===== src/rtl/lsu_pkg.sv =====
// Shared definitions for the load/store unit: RV32I opcode and funct3 codes,
// fault cause codes, FSM state encoding and an immediate-extraction helper.
package lsu_pkg;

  localparam logic [6:0] OPC_LOAD  = 7'b0000011;
  localparam logic [6:0] OPC_STORE = 7'b0100011;

  localparam logic [2:0] F3_B  = 3'b000;
  localparam logic [2:0] F3_H  = 3'b001;
  localparam logic [2:0] F3_W  = 3'b010;
  localparam logic [2:0] F3_BU = 3'b100;
  localparam logic [2:0] F3_HU = 3'b101;

  typedef enum logic [1:0] {
    FAULT_NONE    = 2'd0,
    FAULT_MISAL   = 2'd1,
    FAULT_ILLEGAL = 2'd2,
    FAULT_TIMEOUT = 2'd3
  } fault_e;

  typedef enum logic [1:0] {
    ST_IDLE = 2'd0,
    ST_BUS  = 2'd1,
    ST_RESP = 2'd2
  } state_e;

  // Stores (opcode bit 5 set) use the split S-type immediate, loads the I-type one.
  function automatic logic [31:0] imm_of(input logic [31:0] instr);
    if (instr[5]) begin
      return {{20{instr[31]}}, instr[31:25], instr[11:7]};
    end
    return {{20{instr[31]}}, instr[31:20]};
  endfunction

endpackage


===== src/rtl/lsu_if.sv =====
// Data-bus interface between the load/store unit (master) and memory (slave).
//  bus_addr   word-aligned address        bus_lanes  byte enables
//  bus_dout   lane-shifted write data     bus_din    read data from memory
//  bus_wr     1 = write                   bus_valid  request, held until bus_ready
//  bus_ready  completion from memory
interface lsu_if #(
  parameter int ADDR_W = 32
);
  logic [ADDR_W-1:0] bus_addr;
  logic [3:0]        bus_lanes;
  logic [31:0]       bus_dout;
  logic [31:0]       bus_din;
  logic              bus_wr;
  logic              bus_valid;
  logic              bus_ready;

  modport master (
    output bus_addr, bus_lanes, bus_dout, bus_wr, bus_valid,
    input  bus_din, bus_ready
  );

  modport slave (
    input  bus_addr, bus_lanes, bus_dout, bus_wr, bus_valid,
    output bus_din, bus_ready
  );
endinterface


===== src/rtl/lsu_align.sv =====
// Combinational lane logic for the load/store unit.
//  ea_lo_i      low two bits of the effective address
//  funct3_i     access size/sign code
//  r2_i         store data register
//  bus_din_i    read data from the bus
//  lanes_o      byte enables for the access
//  dout_o       store data replicated across the lanes
//  misal_o      access not naturally aligned
//  load_data_o  selected lane of bus_din_i, sign- or zero-extended
module lsu_align
  import lsu_pkg::*;
(
  input  logic [1:0]  ea_lo_i,
  input  logic [2:0]  funct3_i,
  input  logic [31:0] r2_i,
  input  logic [31:0] bus_din_i,
  output logic [3:0]  lanes_o,
  output logic [31:0] dout_o,
  output logic        misal_o,
  output logic [31:0] load_data_o
);

  logic [7:0]  byte_sel;
  logic [15:0] half_sel;

  // Halfword lanes ignore ea[0], so a tolerated misaligned half stays inside the word.
  always_comb begin
    lanes_o = 4'b1111;
    dout_o  = r2_i;
    misal_o = 1'b0;
    case (funct3_i[1:0])
      2'b00: begin
        lanes_o = 4'b0001 << ea_lo_i;
        dout_o  = {4{r2_i[7:0]}};
      end
      2'b01: begin
        lanes_o = 4'b0011 << {ea_lo_i[1], 1'b0};
        dout_o  = {2{r2_i[15:0]}};
        misal_o = ea_lo_i[0];
      end
      default: begin
        lanes_o = 4'b1111;
        dout_o  = r2_i;
        misal_o = |ea_lo_i;
      end
    endcase
  end

  assign byte_sel = bus_din_i[{ea_lo_i, 3'b000} +: 8];
  assign half_sel = bus_din_i[{ea_lo_i[1], 4'b0000} +: 16];

  always_comb begin
    load_data_o = bus_din_i;
    case (funct3_i)
      F3_B:    load_data_o = {{24{byte_sel[7]}}, byte_sel};
      F3_H:    load_data_o = {{16{half_sel[15]}}, half_sel};
      F3_BU:   load_data_o = {24'h000000, byte_sel};
      F3_HU:   load_data_o = {16'h0000, half_sel};
      default: load_data_o = bus_din_i;
    endcase
  end

endmodule


===== src/rtl/lsu.sv =====
// Load/store unit: decodes RV32I loads/stores, forms the effective address,
// runs one bus transaction per request and returns extended load data.
//  clk, rst_n    clock and asynchronous active-low reset
//  instr/r1/r2   instruction, base register, store data (held while valid)
//  valid/ready   request in, one-cycle completion pulse out
//  read_result   extended load data (0 for stores), valid with ready
//  fault         access not (fully) performed, valid with ready
//  fault_cause   0 none, 1 misaligned, 2 illegal, 3 bus timeout
//  bus           data-bus master port
module lsu
  import lsu_pkg::*;
#(
  parameter int ADDR_W      = 32,
  parameter int TIMEOUT     = 255,
  parameter int ALLOW_MISAL = 0
) (
  input  logic        clk,
  input  logic        rst_n,
  input  logic [31:0] instr,
  input  logic [31:0] r1,
  input  logic [31:0] r2,
  input  logic        valid,
  output logic        ready,
  output logic [31:0] read_result,
  output logic        fault,
  output logic [1:0]  fault_cause,
  lsu_if.master       bus
);

  localparam int CNT_W = (TIMEOUT > 1) ? $clog2(TIMEOUT) : 1;
  localparam logic [CNT_W-1:0] CNT_LAST = CNT_W'((TIMEOUT > 0) ? TIMEOUT - 1 : 0);

  state_e            state_q;
  logic              ready_q;
  logic [31:0]       read_result_q;
  logic              fault_q;
  fault_e            cause_q;
  logic [ADDR_W-1:0] addr_q;
  logic [3:0]        lanes_q;
  logic [31:0]       dout_q;
  logic              wr_q;
  logic              bus_valid_q;
  logic [CNT_W-1:0]  cnt_q;
  logic [1:0]        ea_lo_q;
  logic [2:0]        funct3_q;

  logic [6:0]  opcode;
  logic [2:0]  funct3;
  logic [31:0] ea_d;
  logic        is_load;
  logic        is_store;
  logic        misal_hit;
  logic        timeout_hit;
  logic [1:0]  align_ea_lo;
  logic [2:0]  align_funct3;
  logic [3:0]  align_lanes;
  logic [31:0] align_dout;
  logic        align_misal;
  logic [31:0] align_load;
  logic        unused_instr_bits;

  assign opcode = instr[6:0];
  assign funct3 = instr[14:12];
  // 32-bit add wraps naturally; only the low ADDR_W bits reach the bus.
  assign ea_d   = r1 + imm_of(instr);
  assign unused_instr_bits = ^instr[19:15];

  always_comb begin
    is_load  = (opcode == OPC_LOAD) &&
               (funct3 inside {F3_B, F3_H, F3_W, F3_BU, F3_HU});
    is_store = (opcode == OPC_STORE) && (funct3 inside {F3_B, F3_H, F3_W});
  end

  assign misal_hit   = align_misal && (ALLOW_MISAL == 0);
  assign timeout_hit = (TIMEOUT != 0) && (cnt_q == CNT_LAST);

  // While a transaction is in flight the aligner sees the latched address bits
  // and size, so load extraction does not depend on the caller's held inputs.
  assign align_ea_lo  = (state_q == ST_BUS) ? ea_lo_q  : ea_d[1:0];
  assign align_funct3 = (state_q == ST_BUS) ? funct3_q : funct3;

  lsu_align u_align (
    .ea_lo_i     (align_ea_lo),
    .funct3_i    (align_funct3),
    .r2_i        (r2),
    .bus_din_i   (bus.bus_din),
    .lanes_o     (align_lanes),
    .dout_o      (align_dout),
    .misal_o     (align_misal),
    .load_data_o (align_load)
  );

  always_ff @(posedge clk or negedge rst_n) begin
    if (!rst_n) begin
      state_q       <= ST_IDLE;
      ready_q       <= 1'b0;
      read_result_q <= '0;
      fault_q       <= 1'b0;
      cause_q       <= FAULT_NONE;
      addr_q        <= '0;
      lanes_q       <= '0;
      dout_q        <= '0;
      wr_q          <= 1'b0;
      bus_valid_q   <= 1'b0;
      cnt_q         <= '0;
      ea_lo_q       <= '0;
      funct3_q      <= '0;
    end else begin
      ready_q <= 1'b0;
      case (state_q)
        ST_IDLE: begin
          if (valid) begin
            ea_lo_q  <= ea_d[1:0];
            funct3_q <= funct3;
            if (!is_load && !is_store) begin
              fault_q       <= 1'b1;
              cause_q       <= FAULT_ILLEGAL;
              read_result_q <= '0;
              ready_q       <= 1'b1;
              state_q       <= ST_RESP;
            end else if (misal_hit) begin
              fault_q       <= 1'b1;
              cause_q       <= FAULT_MISAL;
              read_result_q <= '0;
              ready_q       <= 1'b1;
              state_q       <= ST_RESP;
            end else begin
              addr_q      <= {ea_d[ADDR_W-1:2], 2'b00};
              lanes_q     <= align_lanes;
              dout_q      <= align_dout;
              wr_q        <= is_store;
              bus_valid_q <= 1'b1;
              fault_q     <= 1'b0;
              cause_q     <= FAULT_NONE;
              cnt_q       <= '0;
              state_q     <= ST_BUS;
            end
          end
        end
        ST_BUS: begin
          // A completion in the same cycle the counter expires takes priority.
          if (bus.bus_ready) begin
            bus_valid_q   <= 1'b0;
            read_result_q <= wr_q ? 32'h0 : align_load;
            ready_q       <= 1'b1;
            state_q       <= ST_RESP;
          end else if (timeout_hit) begin
            bus_valid_q   <= 1'b0;
            fault_q       <= 1'b1;
            cause_q       <= FAULT_TIMEOUT;
            read_result_q <= '0;
            ready_q       <= 1'b1;
            state_q       <= ST_RESP;
          end else if (TIMEOUT != 0) begin
            cnt_q <= cnt_q + 1'b1;
          end
        end
        ST_RESP: begin
          // valid is deliberately not looked at here so a held request cannot restart.
          state_q <= ST_IDLE;
        end
        default: state_q <= ST_IDLE;
      endcase
    end
  end

  assign ready         = ready_q;
  assign read_result   = read_result_q;
  assign fault         = fault_q;
  assign fault_cause   = cause_q;
  assign bus.bus_addr  = addr_q;
  assign bus.bus_lanes = lanes_q;
  assign bus.bus_dout  = dout_q;
  assign bus.bus_wr    = wr_q;
  assign bus.bus_valid = bus_valid_q;

endmodule

===== src/flat_wrapper.sv =====
// flat-port wrapper written by rule: the top's interface ports become plain ports
module lsu_flat import lsu_pkg::*;
#(
  parameter int ADDR_W      = 32,
  parameter int TIMEOUT     = 255,
  parameter int ALLOW_MISAL = 0
)
  (clk, rst_n, instr, r1, r2, valid, ready, read_result, fault, fault_cause, bus_bus_addr, bus_bus_lanes, bus_bus_dout, bus_bus_wr, bus_bus_valid, bus_bus_din, bus_bus_ready);
  lsu_if #(.ADDR_W(ADDR_W)) bus_i ();
  input  logic clk;
  input  logic rst_n;
  input  logic [31:0] instr;
  input  logic [31:0] r1;
  input  logic [31:0] r2;
  input  logic valid;
  output logic ready;
  output logic [31:0] read_result;
  output logic fault;
  output logic [1:0] fault_cause;
  output wire logic [$bits(bus_i.bus_addr)-1:0] bus_bus_addr;
  output wire logic [$bits(bus_i.bus_lanes)-1:0] bus_bus_lanes;
  output wire logic [$bits(bus_i.bus_dout)-1:0] bus_bus_dout;
  output wire logic [$bits(bus_i.bus_wr)-1:0] bus_bus_wr;
  output wire logic [$bits(bus_i.bus_valid)-1:0] bus_bus_valid;
  input wire logic [$bits(bus_i.bus_din)-1:0] bus_bus_din;
  input wire logic [$bits(bus_i.bus_ready)-1:0] bus_bus_ready;
  assign bus_bus_addr = bus_i.bus_addr;
  assign bus_bus_lanes = bus_i.bus_lanes;
  assign bus_bus_dout = bus_i.bus_dout;
  assign bus_bus_wr = bus_i.bus_wr;
  assign bus_bus_valid = bus_i.bus_valid;
  assign bus_i.bus_din = bus_bus_din;
  assign bus_i.bus_ready = bus_bus_ready;
  lsu #(.ADDR_W(ADDR_W), .TIMEOUT(TIMEOUT), .ALLOW_MISAL(ALLOW_MISAL)) u_core (.clk(clk), .rst_n(rst_n), .instr(instr), .r1(r1), .r2(r2), .valid(valid), .ready(ready), .read_result(read_result), .fault(fault), .fault_cause(fault_cause), .bus(bus_i));
endmodule

===== config.mk =====
export PLATFORM = sky130hd
export DESIGN_NAME = lsu_flat
export DESIGN_NICKNAME = d
export VERILOG_FILES = /design/src/rtl/lsu_pkg.sv /design/src/rtl/lsu_if.sv /design/src/rtl/lsu_align.sv /design/src/rtl/lsu.sv /design/src/flat_wrapper.sv
export SDC_FILE = /design/constraint.sdc
export NUM_CORES = 1
export LEC_CHECK = 0
export CAP_MARGIN = 5
export CORE_AREA = 2 2 149 108
export CTS_CLUSTER_DIAMETER = 120
export DETAILED_ROUTE_END_ITERATION = 10
export DIE_AREA = 0 0 151 110
export GPL_TIMING_DRIVEN = 0
export PLACE_DENSITY_LB_ADDON = 0.15
export SLEW_MARGIN = 15
export SYNTH_ARGS = -nofsm -noshare
export SYNTH_HDL_FRONTEND = slang
export SYNTH_HIERARCHICAL = 1
export SYNTH_SLANG_ARGS = --single-unit
export TNS_END_PERCENT = 1

===== constraint.sdc =====
create_clock -name clk -period 5.86 [get_ports clk]
set_clock_uncertainty 0.2 [all_clocks]
set_input_delay 1.465 -clock clk [delete_from_list [all_inputs] [get_ports clk]]
set_output_delay 1.465 -clock clk [all_outputs]
set_load 0.005 [all_outputs]

==> metrics.yaml, run 1 <==
final_cell_mix: "clkdlybuf4s50_1 (228), nand2_1 (225), dfrtp_1 (119), o21ai_0 (65), a21oi_1 (45)"
cp.required_ns: 5.98
outcome: "completed"
vdd_ir_drop_max_uv: 201
switching_share: 0.289
die_area_um2: 16600
seq_area_frac_synth: 0.400
synthesis.instances: 855
worstPathArrival_ns: 5.26
antenna_found_initial: 0
cts_max_level: 4
power.switching_mw: 0.686
r2r_end: "u_core/bus.bus_addr[25]"
worst_slack_ns: 0.723
power.internal_mw: 1.69
final.fill_count: 1226
drv_cap: 0
rsz0062_at_grt: "no"
startpoint_type: "input pin"
finalSetupViolCount: 0
path_max_fanout: 10
die_w_um: 151
core_area_um2: 15100
regToRegStartpoint: "u_core/state_q[1]"
power_density_nw_per_um2: 225
slew-limit-headroom: 0.381
worstSetupEndpointType: "flip-flop"
global_route.overflow_total: 0
dp_slack_ns: 0.393
ios: 238
placed_cell_area_um2: 10000
yosysUniqueCellTypes: 66
synth_edf_count: 0
cts_tree: "built"
yosysWarnings: 6
avgRoutedWirePerCell_um: 17.7
clk_transition_reported_paths_ns: 0.06
r2r_slack_ns: 1.79
start_util: 0.492
async_flop_share: 1.00
period_needed_ns: 5.14
ctsRootBufferMaster: "clkbuf_16"
netlist_area_um2: 7440
diodes: 0
numCtsBuffers: 17
grt_pass1_wl_um: 36100
leakagePower_nw: 4.90
min_period_over_period: 0.877
drtIter0Drc: 648
viasPerCell: 5.51
wl_met2_um: 9830
drt-total-wl_um: 23200
hold_viol: 0
wl_met1_um: 11100
postRouteAntennaNets: 0
gp_congestion: 0.963
routed-wl-met3_um: 2060
die_y_um: 110
synth_ff_type: "dfrtp_1"
endpoint: "u_core/bus.bus_addr[25]"
combinationalPowerShare: 0.243
hpwlAfterDp_um: 17700
synth_seq_cells: 119
finalNonFillerCells: 1315
post_cts_resized: 0
cts-hold-fix-buffers: 0
firstDrtPassIters: 5
drcViolationCount: 0
worst-setup-path-type: "input pin to flip-flop"
worst_pin_slew_ns: 0.926
clock_sinks: 119
dp.cells: 1286
clock_path_buffers: 2
fmax_ghz: 0.195
avgSynthCellArea_um2: 8.70
insertion_delay_ns: 0.41
setup.worst_path.start: "instr[7]"
syn_to_final_growth_pct: 41.5
final_common_cell: "clkdlybuf4s50_1"
row_count: 38
pwr-share-seq: 0.370
cts.repair_timing.setup_buffer_count: 0
grt_pass1_vias: 6854
grt_max_degree: 77
fin_hold_ws_ns: 0.265
track_usage: 0.283
r2r.worst_path.cells: 14
fin_nets: 1271
drive_gt1_frac: 0.0870
finalSetupTns_ns: 0
worstHoldStart: "u_core/bus.bus_dout[26]"
pwr-share-clk: 0.386
total_power_mw: 2.37
vias: 7241
design_area_um2: 10500
top_layer: "met4"
port_buffers: 229
hold_path.class: "flip-flop to flip-flop"
post-route-util: 0.696
drv_slew: 0
==> cell type report <==
class                           instances  area (um2)  share of cell area
Buffer                                 56         275              0.0261
Timing Repair Buffer                  230        2320               0.220
Clock inverter                          9        56.3             0.00535
Sequential cell                       119        2980               0.283
Clock buffer                           20         457              0.0434
Inverter                               11        41.3             0.00392
Multi-Input combinational cell        670        4150               0.394
Tap cell                              200         250              0.0238
==> sequential cells by signal (all words and copies together) (netlist names) <==
register and count:
u_core/fault_cause 2, u_core/state_q 2, u_core/bus.bus_valid 1, u_core/bus.bus_wr 1, u_core/ready 1, u_core/cnt_q 8
u_core/bus.bus_addr 30, u_core/bus.bus_dout 32, u_core/fault 1, u_core/ea_lo_q 2, u_core/bus.bus_lanes 4, u_core/read_result 32
u_core/funct3_q 3
==> worst min path at each step <==
stage	cells past startpoint	endpoint	slack (ns)
2_1_floorplan	2	u_core/funct3_q[0]	0.25
3_3_place_gp	2	u_core/bus.bus_dout[13]	0.25
3_5_place_dp	2	u_core/bus.bus_dout[26]	0.26
4_1_cts	2	u_core/bus.bus_lanes[2]	0.27
5_1_grt	2	u_core/bus.bus_lanes[2]	0.28
6_report	2	u_core/bus.bus_dout[26]	0.26
==> layer usage <==
layer | vias to the layer above | GRT usage
met1 | 3437 | 0.418
met5 | - | 0
li1 | 3483 | -
met3 | 20 | 0.0868
met2 | 301 | 0.408
met4 | 0 | 0.0634
==> synth_stat cells (all sizes together) (3+ instances only) <==
library cell / instances / area share
a211oi: 3 / 0.0030
dfrtp: 119 / 0.40
o21a: 5 / 0.0050
o31ai: 4 / 0.0066
nand2b: 4 / 0.0034
and3: 5 / 0.0049
nor2: 41 / 0.021
xor2: 19 / 0.022
clkbuf: 30 / 0.015
nor4: 3 / 0.0025
nor2b: 13 / 0.011
buf: 26 / 0.022
nand3: 11 / 0.0074
xnor2: 12 / 0.014
o211ai: 10 / 0.012
mux2i: 15 / 0.020
o21bai: 9 / 0.0096
a31oi: 6 / 0.0059
nand4: 13 / 0.011
a22o: 32 / 0.038
and2: 3 / 0.0025
mux2: 23 / 0.035
ha: 33 / 0.055
or3: 3 / 0.0025
a21o: 29 / 0.029
nand2: 226 / 0.11
a21oi: 48 / 0.035
inv: 11 / 0.0055
o21ai: 68 / 0.046
nor3: 10 / 0.0074
==> worst max-delay path: stages <==
cell             delay [ns]
clkdlybuf4s50_1        0.40
mux2_2                 0.27
ha_1                   0.21
fa_1                   0.54
nand2_1                0.06
nand2_1                0.21
buf_4                  0.26
nor2_1                 0.07
nor2_1                 0.36
or3_1                  0.20
clkbuf_1               0.33
clkbuf_1               0.41
buf_2                  0.31
nand2_1                0.09
o31ai_2                0.06
==> cell families after synthesis <==
family	after synthesis	share of synthesized area
AND/OR/NAND/NOR	338	0.198
AO/OA/AOI/OAI	226	0.206
flip-flops	119	0.400
buffers and inverters	67	0.0425
multiplexers	39	0.0580
adder cells (fa/ha/maj)	34	0.0582
XOR/XNOR	31	0.0365
other	1	0.000504
==> power by group through the flow <==
stage                     sequential, mW  clock [mW]  combinational, mW
after global placement             0.893           0              0.558
after CTS                          0.879       0.930              0.573
final                              0.879       0.916              0.578
after detailed placement           0.892           0              0.568
after global routing               0.883       0.966              0.632
after floorplan                    0.892           0              0.308
Power figures use the tool's default switching activity.
==> inputs of run 2 (changes only) <==
--- a/config.mk
+++ b/config.mk
@@ -12,7 +12,7 @@
 export DIE_AREA = 0 0 151 110
 export GPL_TIMING_DRIVEN = 0
 export PLACE_DENSITY_LB_ADDON = 0.15
-export SLEW_MARGIN = 15
+export SLEW_MARGIN = 10
 export SYNTH_ARGS = -nofsm -noshare
 export SYNTH_HDL_FRONTEND = slang
 export SYNTH_HIERARCHICAL = 1
==> results of run 2 <==
Final layout, timing and power as in run 1 (identical DEF).
==> inputs of run 3 (changes only) <==
--- a/config.mk
+++ b/config.mk
@@ -11,8 +11,9 @@
 export DETAILED_ROUTE_END_ITERATION = 10
 export DIE_AREA = 0 0 151 110
 export GPL_TIMING_DRIVEN = 0
+export MAX_ROUTING_LAYER = met4
 export PLACE_DENSITY_LB_ADDON = 0.15
-export SLEW_MARGIN = 10
+export SLEW_MARGIN = 0
 export SYNTH_ARGS = -nofsm -noshare
 export SYNTH_HDL_FRONTEND = slang
 export SYNTH_HIERARCHICAL = 1
==> metrics.yaml, run 3 (same netlist as run 1, synthesis figures left out) <==
vias: 7330  # was 7241
insertion_delay_ns: 0.40  # was 0.41 ns
final_common_cell: "clkdlybuf4s50_1"  # unchanged
dp_slack_ns: 0.436  # was 0.393 ns
hold_path.class: "flip-flop to flip-flop"  # unchanged
die_area_um2: 16600  # unchanged
critPathMostFrequentCell: "nand2_1"  # unchanged
path_max_fanout: 10  # unchanged
drv_slew: 0  # unchanged
placed_cell_area_um2: 10000  # unchanged
numCtsBuffers: 17  # unchanged
worst_pin_slew_ns: 0.911  # was 0.926 ns
worst_slack_ns: 0.801  # was 0.723 ns
grt_max_degree: 96  # was 77
finalNonFillerCells: 1318  # was 1315
crit_buf_inv: 5  # unchanged
endpoint: "u_core/bus.bus_addr[25]"  # unchanged
fin_hold_ws_ns: 0.262  # was 0.265 ns
r2r_slack_ns: 1.93  # was 1.79 ns
row_count: 38  # unchanged
grt_pass1_wl_um: 36800  # was 36100 um
post-route-util: 0.702  # was 0.696
total_power_mw: 2.52  # was 2.37 mW
finalSetupViolCount: 0  # unchanged
cp_cell_sequence: "clkdlybuf4s50_1 > mux2_2 > ha_1 > fa_1 > nand2_1 > nand2_1 > buf_4 > nor2_1 > nor2_1 > or3_1 > clkbuf_1 > clkbuf_1 > buf_2 > nand2_1 > o31ai_2"  # unchanged
antenna_found_initial: 0  # unchanged
design_area_um2: 10600  # was 10500 um2
worstPathArrival_ns: 5.18  # was 5.26 ns
crit_slowest_cell: "fa_1"  # unchanged
r2r_end: "u_core/bus.bus_addr[25]"  # unchanged
post_cts_resized: 0  # unchanged
fin_nets: 1271  # unchanged
period_needed_ns: 5.06  # was 5.14 ns
worst-setup-path-type: "input pin to flip-flop"  # unchanged
startpoint_type: "input pin"  # unchanged
ios: 238  # unchanged
cts-hold-fix-buffers: 0  # unchanged
start_util: 0.492  # unchanged
outcome: "completed"  # unchanged
cp_top_family: "buffers and inverters"  # unchanged
setup.worst_path.start: "instr[20]"  # was instr[7]
hold_viol: 0  # unchanged
min_period_over_period: 0.863  # was 0.877
gp_congestion: 0.957  # was 0.963
final.fill_count: 1250  # was 1226
die_w_um: 151  # unchanged
syn_to_final_growth_pct: 42.6  # was 41.5%
vdd_ir_drop_max_uv: 177  # was 201 uV
port_buffers: 229  # unchanged
die_y_um: 110  # unchanged
viasPerCell: 5.56  # was 5.51
drtIter0Drc: 477  # was 648
global_route.overflow_total: 0  # unchanged
dp.cells: 1286  # unchanged
cts_tree: "built"  # unchanged
clock_path_buffers: 2  # unchanged
diodes: 0  # unchanged
drcViolationCount: 0  # unchanged
avgRoutedWirePerCell_um: 17.8  # was 17.7 um
slowest_delay_ns: 0.53  # was 0.54 ns
core_area_um2: 15100  # unchanged
grt_pass1_vias: 6998  # was 6854
postRouteAntennaNets: 0  # unchanged
worstSetupEndpointType: "flip-flop"  # unchanged
hpwlAfterDp_um: 17800  # was 17700 um
final_cell_mix: "clkdlybuf4s50_1 (228), nand2_1 (225), dfrtp_1 (119), o21ai_0 (65), a21oi_1 (45)"  # unchanged
leakagePower_nw: 4.94  # was 4.90 nW
r2r.worst_path.cells: 14  # unchanged
drt-total-wl_um: 23500  # was 23200 um
clk_transition_reported_paths_ns: 0.06  # about the same
drv_cap: 0  # unchanged
regToRegStartpoint: "u_core/state_q[1]"  # unchanged
firstDrtPassIters: 5  # unchanged
finalSetupTns_ns: 0  # unchanged
rsz0062_at_grt: "no"  # unchanged
slew-limit-headroom: 0.391  # was 0.381
power_density_nw_per_um2: 237  # was 225 nW/um2
ctsRootBufferMaster: "clkbuf_16"  # unchanged
drive_gt1_frac: 0.0886  # was 0.0870
fmax_ghz: 0.198  # was 0.195 GHz
clock_sinks: 119  # unchanged
track_usage: 0.297  # was 0.283
cts.repair_timing.setup_buffer_count: 0  # unchanged
crit_cells: 15  # unchanged
cts_max_level: 4  # unchanged
cp.required_ns: 5.98  # about the same
## run 3: changes by cell type in the layout (fill, tap and decap cells not counted), sizes merged
cell | previous run | this run
bufinv | 0 | 3
clkinv | 6 | 5
inv | 11 | 12
## run 3: power by group
group / internal (mW) / switching [mW]
combinational: 0.279 / 0.298
sequential: 0.858 / 0.0218
clock: 0.679 / 0.384
total: 1.81 / 0.703
## run 3: final cells by class
type                    count  area, um2  share of cell area
repair buffers            230       2320               0.219
clock buffers              20        447              0.0421
clock inverters            12        150              0.0141
inverters                  11       41.3             0.00389
multi-input cells         670       4150               0.391
well taps                 200        250              0.0236
flip-flops and latches    119       2980               0.281
plain buffers              56        275              0.0259
## run 3: worst reg2reg max path: stages (launching register included)
cell and delay, ns:
dfrtp_1 0.35, nand2b_1 0.15, clkbuf_1 0.35, nand2_1 0.10
nand2_1 0.13, buf_2 0.27, clkbuf_1 0.49, a21oi_1 0.09
nor2_1 0.34, or3_1 0.18, clkbuf_1 0.31, clkbuf_1 0.43
buf_2 0.31, nand2_1 0.09, o31ai_2 0.06
## run 3: worst min-delay path by stage
stage | startpoint | end | slack, ns | cells after the start
6_report | u_core/bus.bus_dout[29] | u_core/bus.bus_dout[29] | 0.26 | 2
5_1_grt | u_core/bus.bus_dout[26] | u_core/bus.bus_dout[26] | 0.30 | 2
4_1_cts | u_core/bus.bus_dout[29] | u_core/bus.bus_dout[29] | 0.27 | 2
3_5_place_dp | u_core/bus.bus_dout[29] | u_core/bus.bus_dout[29] | 0.25 | 2
3_3_place_gp | u_core/bus.bus_dout[29] | u_core/bus.bus_dout[29] | 0.25 | 2
2_1_floorplan | u_core/funct3_q[0] | u_core/funct3_q[0] | 0.25 | 2
## run 3: metal layers
layer / GRT usage / vias to the layer above / routed length, um
met1: 0.427 / 3533 / 11000
met5: - / - / 0
met3: 0.0687 / 27 / 2010
met4: 0.0734 / 0 / 307
met2: 0.427 / 286 / 10100
li1: - / 3484 / -
